File: config.mk
export PLATFORM = sky130hd
export DESIGN_NAME = bfly10_stage
export DESIGN_NICKNAME = d
export VERILOG_FILES = /design/src/rtl/bfly10_stage.sv
export SDC_FILE = /design/constraint.sdc
export NUM_CORES = 2
export LEC_CHECK = 0
export ABC_CLOCK_PERIOD_IN_PS = 13350
export BUFFER_PORTS_ARGS = -buffer_cell sky130_fd_sc_hd__buf_2
export CAP_MARGIN = 0
export CORE_ASPECT_RATIO = 1.25
export CORE_MARGIN = 3
export CORE_UTILIZATION = 35
export CTS_BUF_LIST = sky130_fd_sc_hd__clkbuf_16
export DETAILED_ROUTE_END_ITERATION = 10
export GPL_TIMING_DRIVEN = 1
export PLACE_DENSITY = 0.5
export SLEW_MARGIN = 20
export SYNTH_ARGS = -nofsm -noshare
export SYNTH_HDL_FRONTEND = slang
export SYNTH_SLANG_ARGS = --single-unit
File: constraint.sdc
create_clock -name clk -period 13.35 [get_ports clk]
set_clock_uncertainty 0.1 [all_clocks]
set_input_delay 0.6675 -clock clk [delete_from_list [all_inputs] [get_ports clk]]
set_output_delay 0.6675 -clock clk [all_outputs]
set_load 0.01 [all_outputs]
File: src/rtl/bfly10_stage.sv
// rtl/bfly10_stage.sv - radix-2 butterfly stage 10 of the 16-lane streaming FFT
module bfly10_stage #(
    parameter int IN_WIDTH = 11,
    parameter int WIDTH    = 12,
    parameter int HALF     = 4,
    parameter int LANES    = 16
) (
    input  logic                       clk,
    input  logic                       rstn,
    input  logic                       din_valid,
    input  logic signed [IN_WIDTH-1:0] din_re       [0:LANES-1],
    input  logic signed [IN_WIDTH-1:0] din_im       [0:LANES-1],
    output logic                       bfly_valid,
    output logic signed [WIDTH-1:0]    bfly_sum_re  [0:LANES-1],
    output logic signed [WIDTH-1:0]    bfly_sum_im  [0:LANES-1],
    output logic signed [WIDTH-1:0]    bfly_diff_re [0:LANES-1],
    output logic signed [WIDTH-1:0]    bfly_diff_im [0:LANES-1],
    output logic                       bfly_busy
);
    localparam int PW = $clog2(2 * HALF);
    localparam int KW = (HALF > 1) ? $clog2(HALF) : 1;
    localparam logic [PW-1:0] HALF_P = PW'(HALF);
    localparam logic [PW-1:0] LAST_P = PW'(2 * HALF - 1);

    logic [PW-1:0] phase_q, phase_d;
    logic          valid_q, valid_d;
    logic          fill, combine;
    logic [KW-1:0] wr_idx, rd_idx;

    logic signed [IN_WIDTH-1:0] buf_re_q [0:HALF-1][0:LANES-1];
    logic signed [IN_WIDTH-1:0] buf_im_q [0:HALF-1][0:LANES-1];

    logic signed [WIDTH-1:0] sum_re_q [0:LANES-1], sum_re_d [0:LANES-1];
    logic signed [WIDTH-1:0] sum_im_q [0:LANES-1], sum_im_d [0:LANES-1];
    logic signed [WIDTH-1:0] dif_re_q [0:LANES-1], dif_re_d [0:LANES-1];
    logic signed [WIDTH-1:0] dif_im_q [0:LANES-1], dif_im_d [0:LANES-1];

    function automatic logic signed [WIDTH-1:0] sext(input logic signed [IN_WIDTH-1:0] x);
        return {{(WIDTH - IN_WIDTH){x[IN_WIDTH-1]}}, x};
    endfunction

    assign fill    = din_valid && (phase_q < HALF_P);
    assign combine = din_valid && (phase_q >= HALF_P);
    assign wr_idx  = KW'(phase_q);
    assign rd_idx  = KW'(phase_q - HALF_P);

    always_comb begin
        phase_d  = phase_q;
        valid_d  = 1'b0;
        sum_re_d = sum_re_q;
        sum_im_d = sum_im_q;
        dif_re_d = dif_re_q;
        dif_im_d = dif_im_q;
        if (din_valid) begin
            phase_d = (phase_q == LAST_P) ? '0 : phase_q + 1'b1;
        end
        if (combine) begin
            valid_d = 1'b1;
            for (int j = 0; j < LANES; j++) begin
                sum_re_d[j] = sext(buf_re_q[rd_idx][j]) + sext(din_re[j]);
                sum_im_d[j] = sext(buf_im_q[rd_idx][j]) + sext(din_im[j]);
                dif_re_d[j] = sext(buf_re_q[rd_idx][j]) - sext(din_re[j]);
                dif_im_d[j] = sext(buf_im_q[rd_idx][j]) - sext(din_im[j]);
            end
        end
    end

    // Entry k is read at phase HALF+k before any later group rewrites it.
    always_ff @(posedge clk) begin
        if (!rstn) begin
            phase_q <= '0;
            valid_q <= 1'b0;
            for (int j = 0; j < LANES; j++) begin
                sum_re_q[j] <= '0;
                sum_im_q[j] <= '0;
                dif_re_q[j] <= '0;
                dif_im_q[j] <= '0;
                for (int k = 0; k < HALF; k++) begin
                    buf_re_q[k][j] <= '0;
                    buf_im_q[k][j] <= '0;
                end
            end
        end else begin
            phase_q  <= phase_d;
            valid_q  <= valid_d;
            sum_re_q <= sum_re_d;
            sum_im_q <= sum_im_d;
            dif_re_q <= dif_re_d;
            dif_im_q <= dif_im_d;
            if (fill) begin
                buf_re_q[wr_idx] <= din_re;
                buf_im_q[wr_idx] <= din_im;
            end
        end
    end

    assign bfly_valid   = valid_q;
    assign bfly_sum_re  = sum_re_q;
    assign bfly_sum_im  = sum_im_q;
    assign bfly_diff_re = dif_re_q;
    assign bfly_diff_im = dif_im_q;
    assign bfly_busy    = (phase_q != '0);
endmodule
---- After elaboration in Yosys (flattened, before gate mapping) ----
Memories as Yosys holds them, arrays and structs flattened.
Index checks and enable logic that the tools add are counted.
cells by class
  $add $sub $neg .......................... 66
  multiply operators ...................... 0
  divide/modulo/power cells ............... 0
  order comparisons ....................... 2
  eq/ne operators ......................... 1
  shift operators ......................... 0
  muxes and demuxes ....................... 12
  bitwise gates (word level) .............. 0
  reduce and logical (&&, ||, !) cells .... 5
operators with widths
  kind                                               count
  adder 11 x 11 -> 12 bit                            32
  subtractor 11 x 11 -> 12 bit                       32
  2-to-1 mux 176 bit                                 2
  OR reduction 176 bit                               2
  2-to-1 mux 1 bit                                   7
  2-to-1 mux 2 bit                                   2
  adder 3 x 1 -> 3 bit (second input constant)       1
  == test 3 bit (second input constant)              1
  >= comparator 3 bit (second input constant)        1
  < comparator 3 bit (second input constant)         1
  2-to-1 mux 3 bit                                   1
  nonzero test 3 bit                                 1
  logical AND 1 bit                                  2
  subtractor 2 x 1 -> 2 bit (second input constant)  1
word-level totals
  register bits ........................... 772
  bits in latches ......................... 0
  RAM bits ................................ 1408
  ROM bits ................................ 0
  input bits .............................. 355
  output and inout bits ................... 770
  logic and storage cells ................. 154
  memories ................................ 2
memory list
  memory    depth  bits a word  read ports  clocked after memory_dff  wr ports  RTL line  source
  buf_im_q  4      176          1           0                         4         31        logic signed [IN_WIDTH-1:0] buf_im_q [0:HALF-1][0:LANES-1];
  buf_re_q  4      176          1           0                         4         30        logic signed [IN_WIDTH-1:0] buf_re_q [0:HALF-1][0:LANES-1];

---- Longest topological paths before layout ----
  depth in word-level cells ............... 7
  mapped depth ............................ 12
  depth with buffers taken out ............ 10

---- Worst setup path after synthesis ----
OpenSTA, ideal clock, no wires.
  path type ............................... in2reg
  from .................................... input port rstn
  to ...................................... memory buf_im_q[0][0] (netlist bit) (enable)
  setup time .............................. 2.587 ns
  arrival ................................. 7.427 ns
  required time ........................... 10.663 ns
  slack ................................... 3.236 ns
  stages .................................. 7
  buffers on the path ..................... 3
  cells stage by stage .................... clkbuf_1 > nand2_1 > nor2_1 > nand2_1 > clkbuf_1 > clkbuf_1 > nand2_1
RTL lines
  item             RTL line  source
  start, declared  9         input logic rstn,
  end, declared    31

==> metrics.log <==
INFO  metric synth_seq_area_share = 0.506
INFO  metric path_delay_family = buffers and inverters
INFO  metric yosysTopAreaCell = edfxtp_1
INFO  metric syn_avg_cell_area = 10.7 um2
INFO  metric irDropWorstVdd = about 0.12 mV
INFO  metric place.gp.congestion = between 0.8 and 0.9
INFO  metric total_power = between 0.015 and 0.02 W
INFO  metric fmax = 181 MHz
INFO  metric layout_cell_share_with_drive_strength_beyond_1 = 0.172
INFO  metric cts-buffers-inserted = 234
INFO  metric min-delay-path-class = input pin to flip-flop
INFO  metric synth_seq_cells = 2150
INFO  metric finish.instance_area = 130000 um2
INFO  metric timing.max_slew.rel_slack = 0.207
INFO  metric yosys-top-cells-area = edfxtp_1 (37%), dfxtp_1 (13%), ha_1 (8.9%)
INFO  metric hold_path_end = buf_im_q[1][4]
INFO  metric cts.sinks = between 2000 and 2500
INFO  metric synth-warning-count = 0
INFO  metric number_of_buffers_on_the_longest_clock_path = 4
INFO  metric r2r.worst_path.cells = 11
INFO  metric cp_common_cell = buf_12
INFO  metric first_iter_violations = 6656
INFO  metric clock_tree.htree_level_count = 4
INFO  metric crit_path_top_delay_cell = dfxtp_4
INFO  metric design.final.nets = 12604
INFO  metric grt.overflow.total = 0
INFO  metric rsz0062_at_grt = false
INFO  metric io_buffer_count = 1124
INFO  metric synth_edf_count = 1408
INFO  metric yosysMostFrequentCell = nor2_1
INFO  metric detail_route.vias_per_cell = 5.35
INFO  metric setup_violations = 0
INFO  metric synth_flop_cell = edfxtp_1
INFO  metric globalRouteTotalUtil = 0.230
INFO  metric detailed_place.area = about 120000 um2
INFO  metric dp.cells = 15302
INFO  metric outcome = finished clean
INFO  metric fp.coreArea = 320000 um2
INFO  metric finalCoreUtilization = 0.408
INFO  metric final_cell_count_no_fill = 15824
INFO  metric row_count = 232
INFO  metric area_taken_by_multi_input_logic_gates = 50500 um2
INFO  metric worst_reg_to_reg_setup_slack = 7.81 ns
INFO  metric slowest_delay = 0.89 ns
INFO  metric grt_antenna_before_repair = 67
INFO  metric timing_max_transition_violations_final = 0
INFO  metric cts_tree = done
INFO  metric final.period_utilization = 0.415
INFO  metric cp_num_buf_inv = 2
INFO  metric syn_area = 113000 um2
INFO  metric root_buffer = clkbuf_16
INFO  metric wp_depth = 11
INFO  metric tns = 0 ns
INFO  metric setup.worst_path.start_class = flip-flop
INFO  metric minimum_period_implied_by_the_final_worst_setup_slack = 5.54 ns
INFO  metric power_density = 134 nW/um2
INFO  metric hold_path_startpoint = din_im[4]
INFO  metric y_dimension_of_the_die = between 600 and 700 um
INFO  metric async_reset_ff_frac = 0
INFO  metric netlist.area_leader.share = 0.375
INFO  metric ys_types = 72
INFO  metric min_delay_path_depth = 3
INFO  metric grt_pass1_vias = 84115
INFO  metric cts.clk_slew.worst_paths = 0.06 ns
INFO  metric worst_pin_slew = 1.19 ns
INFO  metric hold_viol = 0
INFO  metric die-area = 329000 um2
INFO  metric final.fill_count = 31049
INFO  metric synth_nets = 11733
INFO  metric drcViolationCount = 0
INFO  metric leakage = around 55 nW
INFO  metric timing.critical_path.arrival = between 6 and 7 ns
INFO  metric start_util = 0.353
INFO  metric postRouteWirelength = 393000 um
INFO  metric clkLatencyLatePin = approximately 0.94 ns
INFO  metric crit-reg2reg-capture = bfly_sum_im[190]
INFO  metric grt_max_degree = between 150 and 200
INFO  metric syn_to_final_growth = 15.6%
INFO  metric critPathRequiredTime = 13.99 ns
INFO  metric antenna_left = 0
INFO  metric grt_first_pass_wirelength = 571000 um
INFO  metric ios = 1125
INFO  metric max_cap_violations = 0
INFO  metric drt_first_pass_iters = 6
INFO  metric post_drt_wl_per_cell = 24.9 um
INFO  metric cp-end-kind = flip-flop
INFO  metric dieWidth = 514 um
INFO  metric synthCells = ~11000
INFO  metric worst-path-max-fanout = between 80 and 90
INFO  metric path_cells = buf_12, buf_12, mux4_2, ha_1, fa_1, nor2b_1, o311ai_1, a2111oi_0, a2111oi_2, xnor2_1, a21oi_1
INFO  metric setup.worst_path.class = flip-flop to flip-flop
INFO  metric vias = 84630
INFO  metric area_used_by_sequential_logic_in_the_layout = 57100 um2
INFO  metric hpwl = roughly 280000 um
INFO  metric ys_top_cells_by_count = nor2_1 (1907), edfxtp_1 (1408), ha_1 (801), dfxtp_1 (742), inv_1 (727)
[flip-flops by register name, summed over array words and instances (netlist names), named ones only]
signal / cells
buf_im_q: 704
buf_re_q: 704
bfly_sum_re: 192
bfly_sum_im: 191
bfly_diff_im: 177
bfly_diff_re: 176
phase_q: 3
bfly_valid: 1
[cells by family after synthesis]
kind of cell,Yosys count,synth area share
flops,2150,0.506
mux,373,0.0721
simple gates,3271,0.125
buf+inv,1363,0.0476
fa+ha+maj,865,0.100
compound gates,2139,0.121
xor+xnor,352,0.0273
[timing repair]
action,in CTS,in global routing
buffers inserted,0,0
hold buffers,58,0
hold endpoints to repair,172,0
gates resized for setup,0,0
[final cells by class]
| type | instances | share of cell area |
|---|---|---|
| clock inverters | 189 | 0.0122 |
| inverters | 728 | 0.0210 |
| flip-flops and latches | 2150 | 0.438 |
| clock buffers | 242 | 0.0464 |
| multi-input cells | 7000 | 0.387 |
| well taps | 4212 | 0.0404 |
| repair buffers | 1270 | 0.0541 |
| diodes | 33 | 0.000633 |
[where the power goes]
part	internal (W)	switching, W	total (W)
clock	0.00373	0.00285	0.00658
combinational	0.00127	0.00223	0.00349
sequential	0.00736	0.0000853	0.00744
[layer usage]
metal / share of wire / routed length (um) / GRT usage / vias to the layer above
li1: - / - / - / 39324
met1: 0.42 / 166000 / 0.300 / 42222
met2: 0.49 / 191000 / 0.391 / 2537
met3: 0.059 / 23100 / 0.0372 / 521
met4: 0.034 / 13200 / 0.0750 / 26
met5: 0.00046 / 180 / 0 / -
[worst max path at each step]
stage,slack [ns],start,end
3_5_place_dp,7.79,flip-flop,bfly_sum_im[190]
3_3_place_gp,7.76,flip-flop,bfly_sum_im[190]
5_1_grt,7.36,flip-flop,bfly_sum_im[190]
2_1_floorplan,3.24,rstn,buf_im_q[0][0]
4_1_cts,7.81,flip-flop,bfly_sum_im[190]
6_report,7.81,flip-flop,bfly_sum_im[190]
[stage by stage]
stage               hold slack [ns]  setup slack, ns
floorplan                     0.370             3.24
global placement              0.336             7.76
detailed placement            0.337             7.79
CTS                       0.0000648             7.81
global route                 0.0418             7.36
finish                       0.0840             7.81
[worst register-to-register path, stage by stage, from the launching register on]
cell       delay (ns)
dfxtp_4          0.89
buf_12           0.62
buf_12           0.91
mux4_2           0.86
ha_1             0.25
fa_1             0.41
nor2b_1          0.17
o311ai_1         0.41
a2111oi_0        0.24
a2111oi_2        0.28
xnor2_1          0.18
a21oi_1          0.09
[cells in the final DEF (no fill, tap or decap), types with 74 or more instances in the layout]
cell       instances
nor2_1          1905
edfxtp_1        1408
buf_2           1123
ha_1             797
inv_1            767
dfxtp_1          740
a21oi_1          648
nand2_1          549
o21ai_0          462
mux4_2           352
xnor2_1          271
clkbuf_16        242
a211oi_1         227
and3_1           166
o31ai_1          107
nor2b_1          105
nor3_1           105
nand3_1           95
xor2_1            81
o21bai_1          74
Note: power is estimated with default switching activity, not from simulation.
